[config.mk]
export PLATFORM = sky130hd
export DESIGN_NAME = subleq_core
export DESIGN_NICKNAME = d
export VERILOG_FILES = /design/src/rtl/subleq_core.sv
export SDC_FILE = /design/constraint.sdc
export NUM_CORES = 1
export LEC_CHECK = 0
export BUFFER_PORTS_ARGS = -buffer_cell sky130_fd_sc_hd__buf_2
export CAP_MARGIN = 0
export CORE_MARGIN = 4
export CORE_UTILIZATION = 30
export CTS_CLUSTER_DIAMETER = 120
export DETAILED_ROUTE_END_ITERATION = 6
export PLACE_DENSITY = 0.52
export SLEW_MARGIN = 20
export SYNTH_ARGS = -nofsm -noshare
export SYNTH_HDL_FRONTEND = slang
export SYNTH_SLANG_ARGS = --single-unit
[constraint.sdc]
create_clock -name clk -period 4.3 [get_ports clk]
set_input_delay 0.215 -clock clk [delete_from_list [all_inputs] [get_ports clk]]
set_output_delay 0.215 -clock clk [all_outputs]
set_load 0.01 [all_outputs]
[src/rtl/subleq_core.sv]
// subleq_core: single-access-per-cycle SUBLEQ sequencer sitting in front of a
// unified word memory with a combinational read port.
//
// Each instruction takes six cycles (fetch A, B, C, read mem[A], read mem[B],
// write mem[B]) and performs
//   mem[B] = mem[B] - mem[A]; if (result <= 0) pc = C else pc = pc + 3
// A taken branch to HALT_ADDR stops the core until reset.
//
// Ports:
//   clk        rising-edge clock
//   areset     synchronous active-high reset
//   run        permits a new instruction fetch (sampled only in F_A)
//   load       memory read enable
//   store      memory write enable (one cycle per instruction)
//   addr       memory address
//   mem_wdata  write data to memory
//   mem_rdata  read data from memory (combinational from addr/load)
//   pc         current program counter
//   halted     core is halted
//   retired    count of completed instructions (wraps)
module subleq_core #(
  parameter int                   WORD_SIZE = 8,
  parameter logic [WORD_SIZE-1:0] RESET_PC  = {WORD_SIZE{1'b0}},
  parameter logic [WORD_SIZE-1:0] HALT_ADDR = {WORD_SIZE{1'b1}},
  parameter int                   CNT_WIDTH = 16
) (
  input  logic                 clk,
  input  logic                 areset,
  input  logic                 run,
  output logic                 load,
  output logic                 store,
  output logic [WORD_SIZE-1:0] addr,
  output logic [WORD_SIZE-1:0] mem_wdata,
  input  logic [WORD_SIZE-1:0] mem_rdata,
  output logic [WORD_SIZE-1:0] pc,
  output logic                 halted,
  output logic [CNT_WIDTH-1:0] retired
);

  typedef enum logic [2:0] {
    S_F_A  = 3'd0,
    S_F_B  = 3'd1,
    S_F_C  = 3'd2,
    S_R_A  = 3'd3,
    S_R_B  = 3'd4,
    S_WR   = 3'd5,
    S_HALT = 3'd6
  } state_t;

  localparam logic [WORD_SIZE-1:0] STEP_1 = WORD_SIZE'(2'd1);
  localparam logic [WORD_SIZE-1:0] STEP_2 = WORD_SIZE'(2'd2);
  localparam logic [WORD_SIZE-1:0] STEP_3 = WORD_SIZE'(2'd3);
  localparam logic [WORD_SIZE-1:0] ZERO_W = {WORD_SIZE{1'b0}};

  state_t                 state_r;
  state_t                 state_s;
  logic [WORD_SIZE-1:0]   pc_r;
  logic [WORD_SIZE-1:0]   ra_r;
  logic [WORD_SIZE-1:0]   rb_r;
  logic [WORD_SIZE-1:0]   rc_r;
  logic [WORD_SIZE-1:0]   va_r;
  logic [WORD_SIZE-1:0]   vb_r;
  logic [CNT_WIDTH-1:0]   retired_r;

  logic                   load_s;
  logic                   store_s;
  logic [WORD_SIZE-1:0]   addr_s;
  logic [WORD_SIZE-1:0]   wdata_s;
  logic [WORD_SIZE-1:0]   diff_s;
  logic                   taken_s;
  logic [WORD_SIZE-1:0]   pc_next_s;

  // Subtraction result, branch condition (negative or zero) and next pc.
  always_comb begin
    diff_s    = vb_r - va_r;
    taken_s   = diff_s[WORD_SIZE-1] | (diff_s == ZERO_W);
    pc_next_s = taken_s ? rc_r : (pc_r + STEP_3);
  end

  // Next-state and Moore memory-interface decode from the registered state.
  always_comb begin
    state_s = state_r;
    load_s  = 1'b0;
    store_s = 1'b0;
    addr_s  = pc_r;
    wdata_s = ZERO_W;
    case (state_r)
      S_F_A: begin
        load_s = run;
        if (run) begin
          state_s = S_F_B;
        end else begin
          state_s = S_F_A;
        end
      end
      S_F_B: begin
        addr_s  = pc_r + STEP_1;
        load_s  = 1'b1;
        state_s = S_F_C;
      end
      S_F_C: begin
        addr_s  = pc_r + STEP_2;
        load_s  = 1'b1;
        state_s = S_R_A;
      end
      S_R_A: begin
        addr_s  = ra_r;
        load_s  = 1'b1;
        state_s = S_R_B;
      end
      S_R_B: begin
        addr_s  = rb_r;
        load_s  = 1'b1;
        state_s = S_WR;
      end
      S_WR: begin
        addr_s  = rb_r;
        store_s = 1'b1;
        wdata_s = diff_s;
        if (taken_s && (rc_r == HALT_ADDR)) begin
          state_s = S_HALT;
        end else begin
          state_s = S_F_A;
        end
      end
      S_HALT: begin
        state_s = S_HALT;
      end
      default: begin
        state_s = S_F_A;
      end
    endcase
  end

  // State, operand latches, pc and retired counter.
  always_ff @(posedge clk) begin
    if (areset) begin
      state_r   <= S_F_A;
      pc_r      <= RESET_PC;
      ra_r      <= ZERO_W;
      rb_r      <= ZERO_W;
      rc_r      <= ZERO_W;
      va_r      <= ZERO_W;
      vb_r      <= ZERO_W;
      retired_r <= {CNT_WIDTH{1'b0}};
    end else begin
      state_r <= state_s;
      case (state_r)
        S_F_A: begin
          if (run) begin
            ra_r <= mem_rdata;
          end else begin
            ra_r <= ra_r;
          end
        end
        S_F_B: rb_r <= mem_rdata;
        S_F_C: rc_r <= mem_rdata;
        S_R_A: va_r <= mem_rdata;
        S_R_B: vb_r <= mem_rdata;
        S_WR: begin
          pc_r      <= pc_next_s;
          retired_r <= retired_r + CNT_WIDTH'(1'b1);
        end
        default: begin
          pc_r <= pc_r;
        end
      endcase
    end
  end

  // A write pending at a reset edge must never reach memory.
  assign store     = store_s & ~areset;
  assign load      = load_s;
  assign addr      = addr_s;
  assign mem_wdata = wdata_s;
  assign pc        = pc_r;
  assign halted    = (state_r == S_HALT);
  assign retired   = retired_r;

endmodule

# == Word-level counts from Yosys, hierarchy flattened ==
# Index checks and enable logic that the tools add are counted.
# W data, S select, Z words.
# word_totals
reg_bits,67
wordCells,37
# op_classes
add_sub_neg,5
n_eq_ne,7
n_mux,8
n_bitwise,3
n_reduce_logical,6
# ops
op,n
$pmux W8 S4,1
$pmux W3 S7,1
$add A16 B1 Y16 const B,1
$add A8 B2 Y8 const B,2
$mux W8,2
$eq A3 B3 Y1 const B,3
$add A8 B1 Y8 const B,1
$eq A8 B8 Y1 const B,1
$logic_not A8 Y1,1
$sub A8 B8 Y8,1
$eq A3 B2 Y1 const B,2
$reduce_or A4 Y1,1
$eq A3 B1 Y1 const B,1
$logic_not A3 Y1,1
$mux W3,1
$mux W1,2
$pmux W1 S2,1
$reduce_and A2 Y1,1
$reduce_or A2 Y1,1
$and A1 B1 Y1,1
$logic_and A1 B1 Y1,1
$not A1 Y1,1
$or A1 B1 Y1,1

# == Longest topological paths before layout ==
# Gate-level depths: netlist (run 1).
# depth
word_depth,6
depth_mapped,13
ltp_nobuf,11

# == Worst setup path after synthesis (run 1) ==
# No wires, ideal clock.
# synth_path
path_kind,reg-to-reg
startpoint,register vb_r[0]
endpoint,register state_r[2]
setup_ns,0.091
arrival_time_ns,2.456
t_required_ns,4.209
path_slack_ns,1.753
stages_incl_launch_ff,12
cell_sequence,dfxtp_1 inv_1 ha_1 inv_1 fa_1 a211oi_2 o21bai_1 a21oi_2 xor2_1 a41oi_1 or4_1 a311oi_1
# synth_via
elab_chain_cells,6
# synth_rtl
item,line_no,rtl
start: declaration,62,logic [WORD_SIZE-1:0] vb_r;
start signal: assignment,159,S_R_B: vb_r <= mem_rdata;
$sub A8 B8 Y8 *,75,diff_s = vb_r - va_r;
$logic_not A8 Y1,76,taken_s = diff_s[WORD_SIZE-1] | (diff_s == ZERO_W);
$or A1 B1 Y1 *,76,
$logic_and A1 B1 Y1 *,120,if (taken_s && (rc_r == HALT_ADDR)) begin
$mux W3 *,120,
$pmux W3 S7 *,87,case (state_r)
end signal: assignment,147,state_r <= state_s;
end: declaration,55,state_t state_r;
# Every way passes the cells marked *; elsewhere a longest branch is shown, timed or not.
# A chain may end at the register's enable or synchronous reset.

# == Final worst setup path (run 1) ==
# layout_path
startpoint,register state_r[0]
endpoint,output addr[4]
# layout_via
elab_chain_cells,3
# layout_rtl
item,line_no,rtl
$eq A3 B3 Y1,87,
$reduce_or A2 Y1 (no line),-,
$pmux W8 S4 *,87,
end: declaration,32,"output logic [WORD_SIZE-1:0] addr,"
# Marks and branches as above.

==> results of run 1 <==
[flip-flops by register name, summed over array words and instances, names as in the netlist]
signal and flops:
ra_r 8, rc_r 8, rb_r 8, state_r 3
va_r 8, vb_r 8, retired 16, pc 8
[metal layers]
metal  track usage, %  part of all wire (%)  vias up
met5                0                     0        -
met4             4.56                   1.2        0
met3             2.87                   5.4        9
met2             22.8                    45       92
met1             21.8                    48     1650
li1                 -                     -     1791
[Yosys cell counts, drive strengths merged (5+ instances only)]
cell type  number
dfxtp          67
nand3          16
mux2i          13
a21oi          57
nor2           52
and3            6
xor2            9
nor3           12
clkbuf         22
ha             13
and2            6
xnor2          10
inv            16
buf             7
o21ai          18
nand2         103
nor2b           5
nand2b          5
a31oi           7
[through the flow]
step | setup WS (ns) | hold WS (ns) | std cells
after global routing | 0.899 | 0.190 | 689
after detailed placement | 1.36 | 0.450 | 673
final | 1.13 | 0.190 | 689
after global placement | 1.41 | 0.446 | 673
after CTS | 1.18 | 0.180 | 689
after floorplan | 1.75 | 0.307 | 496
[path summary, 6_finish.rpt]
path / start / endpoint / slack (ns) / depth (start not counted)
worst min register to register: rb_r[2] / rb_r[2] / 0.46 / 2
worst max register to register: vb_r[0] / state_r[2] / 1.30 / 12
worst max-delay path: state_r[0] / addr[4] / 1.13 / 7
worst min-delay path: mem_rdata[7] / rb_r[7] / 0.19 / 3
[cell type report]
| cell class | count | area [um^2] |
|---|---|---|
| fillers | 1285 | 7600 |
| multi-input cells | 383 | 2160 |
| flip-flops and latches | 67 | 1340 |
| repair buffers | 59 | 310 |
| clock buffers | 10 | 239 |
| well taps | 147 | 184 |
| clock inverters | 6 | 113 |
| inverters | 17 | 63.8 |
[worst max-delay path, stage by stage, from the launching register on]
cell       delay [ns]
dfxtp_1          0.83
nor2b_1          0.35
and2_1           0.56
a2bb2oi_1        0.21
a21oi_1          0.16
nor2_1           0.05
a221oi_1         0.26
buf_2            0.19
[cells by family (layout without fill, tap and decap cells)]
logic type | count (synthesis) | count (layout) | share of synthesized area, %
AOI/OAI and AO/OA | 112 | 112 | 18.5
xor gates and xnor gates | 19 | 19 | 4.53
adders and majority gates | 14 | 14 | 4.97
buffers and inverters | 46 | 92 | 4.77
DFF | 67 | 67 | 36.5
muxes | 13 | 13 | 3.54
and+or+nand+nor | 225 | 225 | 27.2
[report_power, final]
group / switching, mW / internal [mW]
Combinational: 0.134 / 0.0844
Sequential: 0.0219 / 0.640
Clock: 0.276 / 0.583
==> metrics.cfg, run 1 <==
[floorplan]
dieWidth_um=119
num_rows=40
dieArea_um2=14100
start_util_pct=30.6
die_h_um=119
boundaryPins=54
core_area_um2=12000

[critical_path]
start_kind=flip-flop
cp.arrival_ns=2.95
critPathKind=flip-flop to primary output
worst-path-max-fanout=22
cp-end-kind=primary output
required_ns=4.09

[timing]
slew_viol_final=0
min_period_ns=3.17
tightest_slew_ns=0.792
rsz0062_at_grt=false
fmax_ghz=0.316
skew_ns=0.00736
period_share_pct=73.7
fin_setup_tns_ns=0
setup_viol_count_final=0
hold_violations=0
relSlewSlack_pct=47.1

[routing]
drt_iter0_drc=223
ant_nets=0
drc=0
dr.pass1.iters=5
num_vias=3542
vias_per_cell=5.14
wire_per_inst_um=15.6
totalWireLength_mm=10.7

[global_route]
gr-total-overflow=0
grt_pass1_wl_mm=17.0
antenna_found_initial=0
grt_usage_pct=15.1
grt_max_degree=36
grt_pass1_vias=3181

[synthesis]
syn_nets=521
synthCells=496
yosysSeqAreaShare_pct=36.5
ys_seq_elements=67
synth_ff_type=dfxtp_1
synthArstFlopShare_pct=0
avgSynthCellArea_um2=7.41
synth_edf_count=0
synth.distinct_cells=53
synth_area_leader_cell=dfxtp_1
synth_top_area_share_pct=36.5
yosys-top-cells-area=dfxtp_1 36%, nand2_1 11%, a21oi_1 7.6%
synth_warnings=0
synth.cell_area_um2=3680

[hold_path]
min_path_type=primary input to flip-flop

[pwr]
power.leakage_nw=1.73
p_per_area_nw_per_um2=394
peakVddDrop_mv=0.201
p_total_mw=1.74

[cts]
cts.sinks=67
clockBufferDepth=2
clk_pin_slew_worst_paths_ns=0.06
hold_buffers=0
cts_resized=0
cts_made_buffers=9
htreeDepth=3
cts_setup_buffers=0
tritoncts=yes
clock_latency_ns=0.33
cts-root-buf=clkbuf_16

[cells_and_area]
final_common_cell=nand2_1
antennaDiodeCount=0
final_nets=562
syn2layout_area_growth_pct=20.1
layout_common_cells=103 x nand2_1, 67 x dfxtp_1, 56 x a21oi_1
drive_above_1_share_pct=14.9
final_area_um2=4420
final_core_util_pct=36.8

[placed_design]
gp_congestion=0.789
place_area_um2=4060
io_buffers=53
dpl.hpwl_mm=7.68

[run_status]
outcome=complete, no violations

[run]
cap_viol_max_count=0

Note: power is estimated with default switching activity, not from simulation.
==> run 2: changes to the inputs <==
--- a/config.mk
+++ b/config.mk
@@ -11,7 +11,7 @@
 export CORE_UTILIZATION = 30
 export CTS_CLUSTER_DIAMETER = 120
 export DETAILED_ROUTE_END_ITERATION = 6
-export PLACE_DENSITY = 0.52
+export PLACE_DENSITY = 0.54
 export SLEW_MARGIN = 20
 export SYNTH_ARGS = -nofsm -noshare
 export SYNTH_HDL_FRONTEND = slang
==> constraint.sdc (replaced) <==
create_clock -name clk -period 2.9 [get_ports clk]
set_input_delay 0.145 -clock clk [delete_from_list [all_inputs] [get_ports clk]]
set_output_delay 0.145 -clock clk [all_outputs]
set_load 0.01 [all_outputs]
==> run 2 against run 1 <==
Against the previous run: first-iteration DRC count shrank 14%; global-route usage grew 0.29 points; combinational power grew 58%; wire length grew 1.6%; clock skew shrank 0.0022 ns; non-clock buffer count grew 9; clock power grew 36%; cell count grew 1.3%; die area is the same; sequential power grew 48%; core utilization grew 0.55 points; flip-flop and latch count is the same; largest cell class unchanged; largest power group unchanged.
==> metrics.cfg, run 2 (synthesized netlist as in run 1, its figures left out) <==
[run_status]
outcome=complete, no violations  ; unchanged

[placed_design]
dpl.hpwl_mm=7.89  ; was 7.68 mm
gp_congestion=0.848  ; was 0.789
dp.cells=680  ; was 673
pre_cts_ws_ns=0.0712  ; was 1.36 ns
place_area_um2=4110  ; was 4060 um^2
io_buffers=53  ; unchanged

[critical_path]
required_ns=3.14  ; was 4.09 ns
critPathKind=flip-flop to flip-flop  ; was flip-flop to primary output
rr_worst_depth=11  ; was 12
crit_chain=inv_1, ha_1, inv_1, fa_2, a211oi_4, o21bai_1, a21oi_2, xor2_2, a41oi_2, or4_4, a311oi_2  ; was nor2b_1, and2_1, a2bb2oi_1, a21oi_1, nor2_1, a221oi_1, buf_2
start_kind=flip-flop  ; unchanged
r2r-end=state_r[2]  ; unchanged
cpPeakStageDelay_ns=0.56  ; was 0.83 ns
cp.arrival_ns=3.02  ; was 2.95 ns
worst-path-max-fanout=3  ; was 22
cp-end-kind=flip-flop  ; was primary output
critPathMostFrequentCell=inv_1
crit_path_top_delay_cell=or4_4  ; was dfxtp_1
regToRegStartpoint=vb_r[0]  ; unchanged
rrSetupSlack_ns=0.12  ; was 1.30 ns

[timing]
fmax_ghz=0.360
tightest_slew_ns=0.987  ; was 0.792 ns
setup_ws_ns=0.120  ; was 1.13 ns
min_period_ns=2.78
skew_ns=0.00514  ; was 0.00736 ns
setup_viol_count_final=0  ; unchanged
rsz0062_at_grt=false  ; unchanged
relSlewSlack_pct=34.2  ; was 47.1%
hold_violations=0  ; unchanged
fin_setup_tns_ns=0  ; unchanged
slew_viol_final=0  ; unchanged
period_share_pct=95.9

[cells_and_area]
final_area_um2=4480  ; was 4420 um^2
fill_cells=1272  ; was 1,285
seq_area_um2=1340  ; about the same
layout_common_cells=103 x nand2_1, 65 x dfxtp_1, 56 x a21oi_1  ; was 103 x nand2_1, 67 x dfxtp_1, 56 x a21oi_1
fin_cells=698  ; was 689
final_common_cell=nand2_1  ; unchanged
largest_register_ffs=16  ; unchanged
antennaDiodeCount=0  ; unchanged
drive_above_1_share_pct=17.4  ; was 14.9%
syn2layout_area_growth_pct=21.9  ; was 20.1%
multi_input_area_um2=2190  ; was 2160 um^2
final_nets=571  ; was 562

[floorplan]
boundaryPins=54  ; unchanged
dieWidth_um=119  ; unchanged
num_rows=40  ; unchanged
core_area_um2=12000  ; unchanged
dieArea_um2=14100  ; unchanged
die_h_um=119  ; unchanged
start_util_pct=30.6  ; unchanged

[hold_path]
hold_path_startpoint=mem_rdata[2]  ; was mem_rdata[7]
min_path_type=primary input to flip-flop  ; unchanged
whs_endpoint=vb_r[2]  ; was rb_r[7]
whs_path_depth=3  ; unchanged

[routing]
totalWireLength_mm=10.9  ; was 10.7 mm
vias_per_cell=5.14  ; about the same
wire_per_inst_um=15.6  ; about the same
num_vias=3591  ; was 3,542
ant_nets=0  ; unchanged
drc=0  ; unchanged
drt_iter0_drc=191  ; was 223
dr.pass1.iters=7  ; was 5

[cts]
clock_latency_ns=0.33  ; about the same
clk_pin_slew_worst_paths_ns=0.06  ; about the same
tritoncts=yes  ; unchanged
htreeDepth=3  ; unchanged
hold_buffers=0  ; unchanged
cts_made_buffers=9  ; unchanged
cts.sinks=67  ; unchanged
clockBufferDepth=2  ; unchanged
cts-root-buf=clkbuf_16  ; unchanged

[global_route]
gr-total-overflow=0  ; unchanged
grt_pass1_vias=3350  ; was 3,181
antenna_found_initial=0  ; unchanged
grt_pass1_wl_mm=17.6  ; was 17.0 mm
grt_max_degree=52  ; was 36
grt_usage_pct=15.4  ; was 15.1%

[run]
cap_viol_max_count=0  ; unchanged

[pwr]
peakVddDrop_mv=0.201  ; about the same
p_per_area_nw_per_um2=556  ; was 394 nW/um^2
power.leakage_nw=1.75  ; was 1.73 nW
p_total_mw=2.49  ; was 1.74 mW

## run 2: worst max-delay path by stage
stage | cells past startpoint | end | from
3_5_place_dp | 11 | state_r[2] | vb_r[0]
4_1_cts | 11 | state_r[2] | vb_r[0]
5_1_grt | 11 | state_r[2] | vb_r[0]
6_report | 11 | state_r[2] | vb_r[0]
2_1_floorplan | 11 | state_r[2] | vb_r[0]
3_3_place_gp | 12 | pc[1] | vb_r[0]
## run 2: metal layers
metal / vias to the layer above / part of all wire, % / track usage [%] / routed length, um
li1: 1800 / - / - / -
met1: 1673 / 47 / 21.5 / 5160
met2: 108 / 46 / 23.6 / 5010
met3: 10 / 5.6 / 3.92 / 609
met4: 0 / 1.1 / 4.13 / 120
met5: - / 0 / 0 / 0
## run 2: power breakdown
part           internal (mW)  switching, mW  total, mW
Sequential             0.950         0.0308      0.980
Combinational          0.138          0.207      0.345
Clock                  0.749          0.417       1.17
## run 2: worst max-delay path, delay by kind of cell, from the launching register on
| family | cells | cell delay [ns] |
|---|---|---|
| XOR/XNOR | 1 | 0.18 |
| AO/OA/AOI/OAI | 5 | 1.00 |
| AND/OR/NAND/NOR | 1 | 0.56 |
| flip-flops | 1 | 0.31 |
| buffers and inverters | 2 | 0.12 |
| adder cells (fa/ha/maj) | 2 | 0.51 |
## run 2: layout make-up
class | instances | share of cell area [%]
multi-input cells | 383 | 49.0
flip-flops and latches | 67 | 30.0
repair buffers | 68 | 8.43
clock buffers | 9 | 5.03
well taps | 147 | 4.10
clock inverters | 7 | 2.07
inverters | 17 | 1.42
## run 2: through the flow
| step | utilization, % | hold WS [ns] |
|---|---|---|
| after floorplan | - | 0.237 |
| after global placement | 34.2 | 0.444 |
| after detailed placement | 34.2 | 0.451 |
| after CTS | 36.9 | 0.113 |
| after global routing | 37.3 | 0.125 |
| final | 37.3 | 0.116 |
## run 2: repair_timing
action / 4_1_cts / 5_1_grt
endpoints found under the hold margin: 0 / 0
pin swaps: 0 / 5
setup buffers: 0 / 2
setup endpoints to repair: 1 / 7
resized for setup: 1 / 7
